===== src/rtl/seq_pkg.sv =====
// Shared constants, state encoding and pin payload for the routine sequencer.
// SEQ_INDEX_DISPLAY_EN adds a seven-segment digit decoder for the index display.
package seq_pkg;

  localparam int unsigned BUS_W   = 47;
  localparam int unsigned SIG_BIT = 46;
  localparam int unsigned RED_HI  = 45;
  localparam int unsigned RED_LO  = 36;
  localparam int unsigned GRN_HI  = 35;
  localparam int unsigned GRN_LO  = 28;
  localparam int unsigned HEX3_HI = 27;
  localparam int unsigned HEX3_LO = 21;
  localparam int unsigned HEX2_HI = 20;
  localparam int unsigned HEX2_LO = 14;
  localparam int unsigned HEX1_HI = 13;
  localparam int unsigned HEX1_LO = 7;
  localparam int unsigned HEX0_HI = 6;
  localparam int unsigned HEX0_LO = 0;

  // Active-low segments, all off
  localparam logic [6:0] HEX_BLANK = 7'h7F;

  typedef enum logic [1:0] {START, RUN, BLANK} state_t;

  typedef struct packed {
    logic [9:0] red;
    logic [7:0] grn;
    logic [6:0] hex3;
    logic [6:0] hex2;
    logic [6:0] hex1;
    logic [6:0] hex0;
  } pins_t;

`ifdef SEQ_INDEX_DISPLAY_EN
  // BCD digit to active-low segments {g,f,e,d,c,b,a}
  function automatic logic [6:0] bcd_to_seg(input logic [3:0] bcd);
    case (bcd)
      4'd0:    bcd_to_seg = 7'h40;
      4'd1:    bcd_to_seg = 7'h79;
      4'd2:    bcd_to_seg = 7'h24;
      4'd3:    bcd_to_seg = 7'h30;
      4'd4:    bcd_to_seg = 7'h19;
      4'd5:    bcd_to_seg = 7'h12;
      4'd6:    bcd_to_seg = 7'h02;
      4'd7:    bcd_to_seg = 7'h78;
      4'd8:    bcd_to_seg = 7'h00;
      4'd9:    bcd_to_seg = 7'h10;
      default: bcd_to_seg = HEX_BLANK;
    endcase
  endfunction
`endif

endpackage


===== src/rtl/seq_debounce.sv =====
// Synchronises and debounces the Advance pushbutton; emits a 1-cycle pulse on an accepted rising edge.
module seq_debounce #(
  parameter int unsigned DEBOUNCE_CYCLES = 16
) (
  input  logic Clock,
  input  logic Reset,
  input  logic Advance,
  output logic Pulse
);

  localparam int unsigned CNT_W = $clog2(DEBOUNCE_CYCLES + 1);

  logic [1:0]       sync_q;
  logic             level_q;
  logic [CNT_W-1:0] cnt_q;

  // Level is accepted only after DEBOUNCE_CYCLES consecutive differing samples
  always_ff @(posedge Clock) begin
    if (Reset) begin
      sync_q  <= 2'b00;
      level_q <= 1'b0;
      cnt_q   <= '0;
      Pulse   <= 1'b0;
    end else begin
      sync_q <= {sync_q[0], Advance};
      Pulse  <= 1'b0;
      if (sync_q[1] != level_q) begin
        if (cnt_q == CNT_W'(DEBOUNCE_CYCLES - 1)) begin
          level_q <= sync_q[1];
          cnt_q   <= '0;
          Pulse   <= sync_q[1];
        end else begin
          cnt_q <= cnt_q + 1'b1;
        end
      end else begin
        cnt_q <= '0;
      end
    end
  end

endmodule


===== src/rtl/routine_sequencer.sv =====
// Selects one of NUM_ROUTINES light-routine buses, drives its fields to registered pins and
// sequences to the next routine with a blank gap. SEQ_INDEX_DISPLAY_EN shows the index on Hex0 while switching.
module routine_sequencer
  import seq_pkg::*;
#(
  parameter int unsigned NUM_ROUTINES    = 4,
  parameter int unsigned HOLD_CYCLES     = 2,
  parameter int unsigned DEBOUNCE_CYCLES = 16,
  localparam int unsigned IDX_W          = $clog2(NUM_ROUTINES)
) (
  input  logic                          Clock,
  input  logic                          Reset,
  input  logic [BUS_W*NUM_ROUTINES-1:0] RoutineBus,
  input  logic                          Advance,
  input  logic                          Pause,
  output logic [NUM_ROUTINES-1:0]       RoutineReset,
  output logic [9:0]                    LedRed,
  output logic [7:0]                    LedGrn,
  output logic [6:0]                    Hex3,
  output logic [6:0]                    Hex2,
  output logic [6:0]                    Hex1,
  output logic [6:0]                    Hex0,
  output logic [IDX_W-1:0]              ActiveIdx,
  output logic                          Switching
);

  localparam int unsigned HOLD_W = $clog2(HOLD_CYCLES + 1);

  logic [BUS_W-1:0]        bus_arr [NUM_ROUTINES];
  logic [BUS_W-1:0]        sel_bus;
  logic                    adv_pulse;
  logic                    adv_ev;
  state_t                  state_q, state_d;
  logic [IDX_W-1:0]        idx_d;
  logic [HOLD_W-1:0]       hold_q, hold_d;
  logic [NUM_ROUTINES-1:0] rr_d;
  logic                    sw_d;
  pins_t                   pins_q, pins_d, blank_pins;

  for (genvar k = 0; k < NUM_ROUTINES; k++) begin : g_bus
    assign bus_arr[k] = RoutineBus[k*BUS_W +: BUS_W];
  end

  assign sel_bus = bus_arr[ActiveIdx];

  seq_debounce #(
    .DEBOUNCE_CYCLES(DEBOUNCE_CYCLES)
  ) u_debounce (
    .Clock  (Clock),
    .Reset  (Reset),
    .Advance(Advance),
    .Pulse  (adv_pulse)
  );

  // Done flag and button collapse into one event, so they can never double-advance
  assign adv_ev = (sel_bus[SIG_BIT] & ~Pause) | adv_pulse;

  always_comb begin
    blank_pins.red  = '0;
    blank_pins.grn  = '0;
    blank_pins.hex3 = HEX_BLANK;
    blank_pins.hex2 = HEX_BLANK;
    blank_pins.hex1 = HEX_BLANK;
`ifdef SEQ_INDEX_DISPLAY_EN
    blank_pins.hex0 = bcd_to_seg(4'(ActiveIdx));
`else
    blank_pins.hex0 = HEX_BLANK;
`endif
  end

  // Next-state and next-output logic
  always_comb begin
    state_d = state_q;
    idx_d   = ActiveIdx;
    hold_d  = hold_q;
    rr_d    = '0;
    pins_d  = blank_pins;
    case (state_q)
      START: begin
        rr_d    = NUM_ROUTINES'(1) << ActiveIdx;
        state_d = RUN;
      end
      RUN: begin
        if (Pause) begin
          pins_d = pins_q;
        end else begin
          pins_d.red  = sel_bus[RED_HI:RED_LO];
          pins_d.grn  = sel_bus[GRN_HI:GRN_LO];
          pins_d.hex3 = sel_bus[HEX3_HI:HEX3_LO];
          pins_d.hex2 = sel_bus[HEX2_HI:HEX2_LO];
          pins_d.hex1 = sel_bus[HEX1_HI:HEX1_LO];
          pins_d.hex0 = sel_bus[HEX0_HI:HEX0_LO];
        end
        if (adv_ev) begin
          state_d = BLANK;
          hold_d  = '0;
          idx_d   = (ActiveIdx == IDX_W'(NUM_ROUTINES - 1)) ? '0 : ActiveIdx + 1'b1;
        end
      end
      BLANK: begin
        if (hold_q == HOLD_W'(HOLD_CYCLES - 1)) begin
          state_d = START;
        end else begin
          hold_d = hold_q + 1'b1;
        end
      end
      default: state_d = START;
    endcase
    sw_d = (state_d != RUN);
  end

  always_ff @(posedge Clock) begin
    if (Reset) begin
      state_q      <= START;
      ActiveIdx    <= '0;
      hold_q       <= '0;
      RoutineReset <= '0;
      Switching    <= 1'b1;
      pins_q       <= '{red: '0, grn: '0, hex3: HEX_BLANK, hex2: HEX_BLANK,
                        hex1: HEX_BLANK, hex0: HEX_BLANK};
    end else begin
      state_q      <= state_d;
      ActiveIdx    <= idx_d;
      hold_q       <= hold_d;
      RoutineReset <= rr_d;
      Switching    <= sw_d;
      pins_q       <= pins_d;
    end
  end

  assign LedRed = pins_q.red;
  assign LedGrn = pins_q.grn;
  assign Hex3   = pins_q.hex3;
  assign Hex2   = pins_q.hex2;
  assign Hex1   = pins_q.hex1;
  assign Hex0   = pins_q.hex0;

endmodule


===== config.mk =====
export PLATFORM = sky130hd
export DESIGN_NAME = routine_sequencer
export DESIGN_NICKNAME = d
export VERILOG_FILES = /design/src/rtl/seq_pkg.sv /design/src/rtl/seq_debounce.sv /design/src/rtl/routine_sequencer.sv
export SDC_FILE = /design/constraint.sdc
export NUM_CORES = 1
export LEC_CHECK = 0
export BUFFER_PORTS_ARGS = -buffer_cell sky130_fd_sc_hd__buf_4
export CORE_MARGIN = 2
export CORE_UTILIZATION = 34
export DETAILED_ROUTE_END_ITERATION = 10
export GPL_ROUTABILITY_DRIVEN = 0
export GPL_TIMING_DRIVEN = 1
export PLACE_DENSITY = 0.72
export SYNTH_ARGS = -nofsm -noshare
export SYNTH_HDL_FRONTEND = slang
export SYNTH_HIERARCHICAL = 1
export SYNTH_SLANG_ARGS = --single-unit

===== constraint.sdc =====
create_clock -name Clock -period 3.2 [get_ports Clock]
set_clock_uncertainty 0.2 [all_clocks]
set_input_delay 0.16 -clock Clock [delete_from_list [all_inputs] [get_ports Clock]]
set_output_delay 0.16 -clock Clock [all_outputs]
set_load 0.02 [all_outputs]

==> key figures <==
Logic synthesis
  – Area of the mapped netlist: approximately 3500 um^2
  – Number of enable flip-flop cells after synthesis: 0
  – Synth unique cells: 31
  – Post-synthesis sequential area ratio: a little under two fifths
  – Yosys warns: 6
  – Async S/R FF share, synth: 0%
  – Synthesized Nets: between 400 and 500
  – Yosys reg bits: 66
  – Most used DFF post-synth: dfxtp_1
  – Post-Synthesis Cells: between 200 and 300
  – Syn avg cell area: approximately 12 um^2

Clocking
  – CTS tree: done
  – CTS max path bufs: 2
  – Clock-pin slew on the worst setup and hold paths: about 0.08 ns
  – H-Tree Depth: 3
  – # hold bufs at CTS: 3
  – Worst skew pair latency: 0.32 ns
  – CTS buffer count: 9
  – Clock sink count: 66
  – Clock root buffer: clkbuf_8
  – Resized cells post-CTS: 0
  – Post-CTS setup buffer count: 0

Layout
  – Filler instances: about 840
  – Finished Cell Area: between 5000 and 6000 um^2
  – Ant diodes: 0
  – Most frequent cells in the layout: buf_4 (248), dfxtp_1 (64), mux2i_1 (49)
  – Final core occ: 57.7%
  – Area Overhead vs Synth: 63.6%
  – FF/Latch Area: ~1300 um^2
  – Area of the multi-input gates: ~2000 um^2
  – Finished Layout Cells: about 660
  – Layout cells sized above 1: between 50% and 60%
  – Nets: slightly above 700
  – Commonest non-fill, non-tap cell in the layout: buf_4

Route
  – Initial DRC Count: a little over 100
  – DRT Pass-1 Iters: 4
  – Routed WL per cell: roughly 16 um
  – Residual DRC: 0
  – Routed vias: approximately 3,200
  – Post-route ant nets: 0
  – Final WL: about 11,000 um
  – Vias per Instance: 4.90

Floorplan
  – Die width: approximately 100 um
  – Die Ht: about 100 um
  – Core Area: 9820 um^2
  – Starting density of the core: about a third
  – DIE AREA: around 11,000 um^2
  – I/O pin count: 245
  – Row Count: 36

Setup path
  – WS Path Type: reg2reg
  – Crit path capture type: register
  – CP Data Arrival Time: approximately 2.2 ns
  – Startpoint types: register
  – Reg2Reg Launch Point: ActiveIdx[0]
  – Crit. Startpoint: ActiveIdx[0]
  – CP max FO: 35
  – CP required: 3.21 ns

Timing
  – Slew of the pin with the lowest slew margin: 0.815 ns
  – Unrepaired setup endpoints after global routing: false
  – Max Slew Vio Count: 0
  – Fmax achieved: 458 MHz
  – Final Hold Slack: 0.0574 ns
  – Setup Viol. Count Final: 0
  – Setup WS post-layout: between 1 and 1.5 ns
  – Final period utilization: around 68%
  – Fin crit period: around 2.2 ns
  – Final hold vios: 0
  – Rel. slew slack: a little under half
  – Setup_tns: 0 ns

Hold path
  – Hold_sp: RoutineBus[60]
  – Hold Path Class: in2reg

Power and ir drop
  – Leak pwr: roughly 2.6 nW
  – Peak supply drop: ~170 uV
  – Total Power: about 2.2 mW
  – Pwr dens: about 380 nW/um^2

Placed design
  – Sum of net half-perimeters after detailed placement: 8520 um
  – Placed cells: 643
  – IO buf count: 244
  – Pre-CTS WS: between 0.9 and 1 ns
  – Post-place instance area: about 5400 um^2

Global route
  – Largest net degree at the start of global routing: 49
  – Global route total overflow: 0
  – Number of global-route vias before repair: between 3,000 and 4,000
  – GRT Overall Usage: roughly a fifth
  – Initial antenna violation count: 0
  – First-pass GRT wire length: approximately 17,000 um

Run status
  – Status: finished clean

Flow run
  – Max_cap viols: 0
-- critical path: stages (launching register included) --
cell and delay [ns]:
dfxtp_4 0.74, buf_4 0.35, mux4_2 0.54, mux2i_1 0.17, nand2_1 0.07
-- power by group --
part / switching (mW) / internal (mW) / leakage, nW
clock network: 0.319 / 0.502 / 0.123
registers: 0.0301 / 0.850 / 0.539
logic: 0.160 / 0.302 / 1.90
-- Yosys cell counts (all sizes together) (2+ instances only) --
cell type | instances | share of area [%]
nand3 | 2 | 0.29
buf | 12 | 1.7
and3 | 2 | 0.36
xnor2 | 2 | 0.51
inv | 6 | 0.65
nand3b | 2 | 0.43
or3b | 2 | 0.51
nor2b | 2 | 0.36
o21ai | 3 | 0.43
or3 | 3 | 0.69
mux4 | 46 | 30
dfxtp | 66 | 38
ha | 4 | 1.4
nand2 | 32 | 3.5
a21oi | 3 | 0.43
nor2 | 28 | 3.0
mux2i | 49 | 14
clkbuf | 10 | 1.1
-- kinds of logic (layout without fill, tap and decap cells) --
kind of cell    count (synthesis)  in the layout  share of synthesized area [%]
xor+xnor                        3              3                          0.759
mux                            95             95                           44.1
simple gates                   79             79                           10.5
flops                          66             66                           38.1
compound gates                  9              9                           1.70
buf+inv                        28            273                           3.39
fa+ha+maj                       4              4                           1.44
-- area by class of cell --
| class | count | area share (%) |
|---|---|---|
| Sequential cell | 66 | 23.4 |
| Clock inverter | 4 | 1.26 |
| Multi-Input combinational cell | 190 | 35.7 |
| Clock buffer | 12 | 2.91 |
| Inverter | 6 | 0.397 |
| Tap cell | 133 | 2.94 |
| Timing Repair Buffer | 251 | 33.4 |
-- per-layer routing --
metal  GRT usage (%)  part of all wire (%)  vias to the layer above
met2            35.7                    53                      123
met5               0                     0                        -
met3            4.93                   6.7                       13
met4            5.71                   1.3                        0
li1                -                     -                     1537
met1            22.6                    39                     1572
-- final timing paths --
kind / end / slack (ns) / cells past startpoint
hold / removal: Hex1[6] / 0.06 / 4
hold reg to reg: u_debounce/sync_q[1] / 0.24 / 1
setup reg to reg: Hex0[3] / 1.02 / 4
setup / recovery: Hex0[3] / 1.02 / 4
-- state kept, by name, indices dropped and copies added (netlist names) --
register            flops
Hex1                    7
Hex2                    7
u_debounce/level_q      1
Hex3                    7
hold_q                  2
u_debounce/cnt_q        5
RoutineReset            4
ActiveIdx               2
LedGrn                  8
Switching               1
state_q                 2
LedRed                 10
u_debounce/Pulse        1
Hex0                    7
u_debounce/sync_q       2
(Power assumes the default switching activity.)
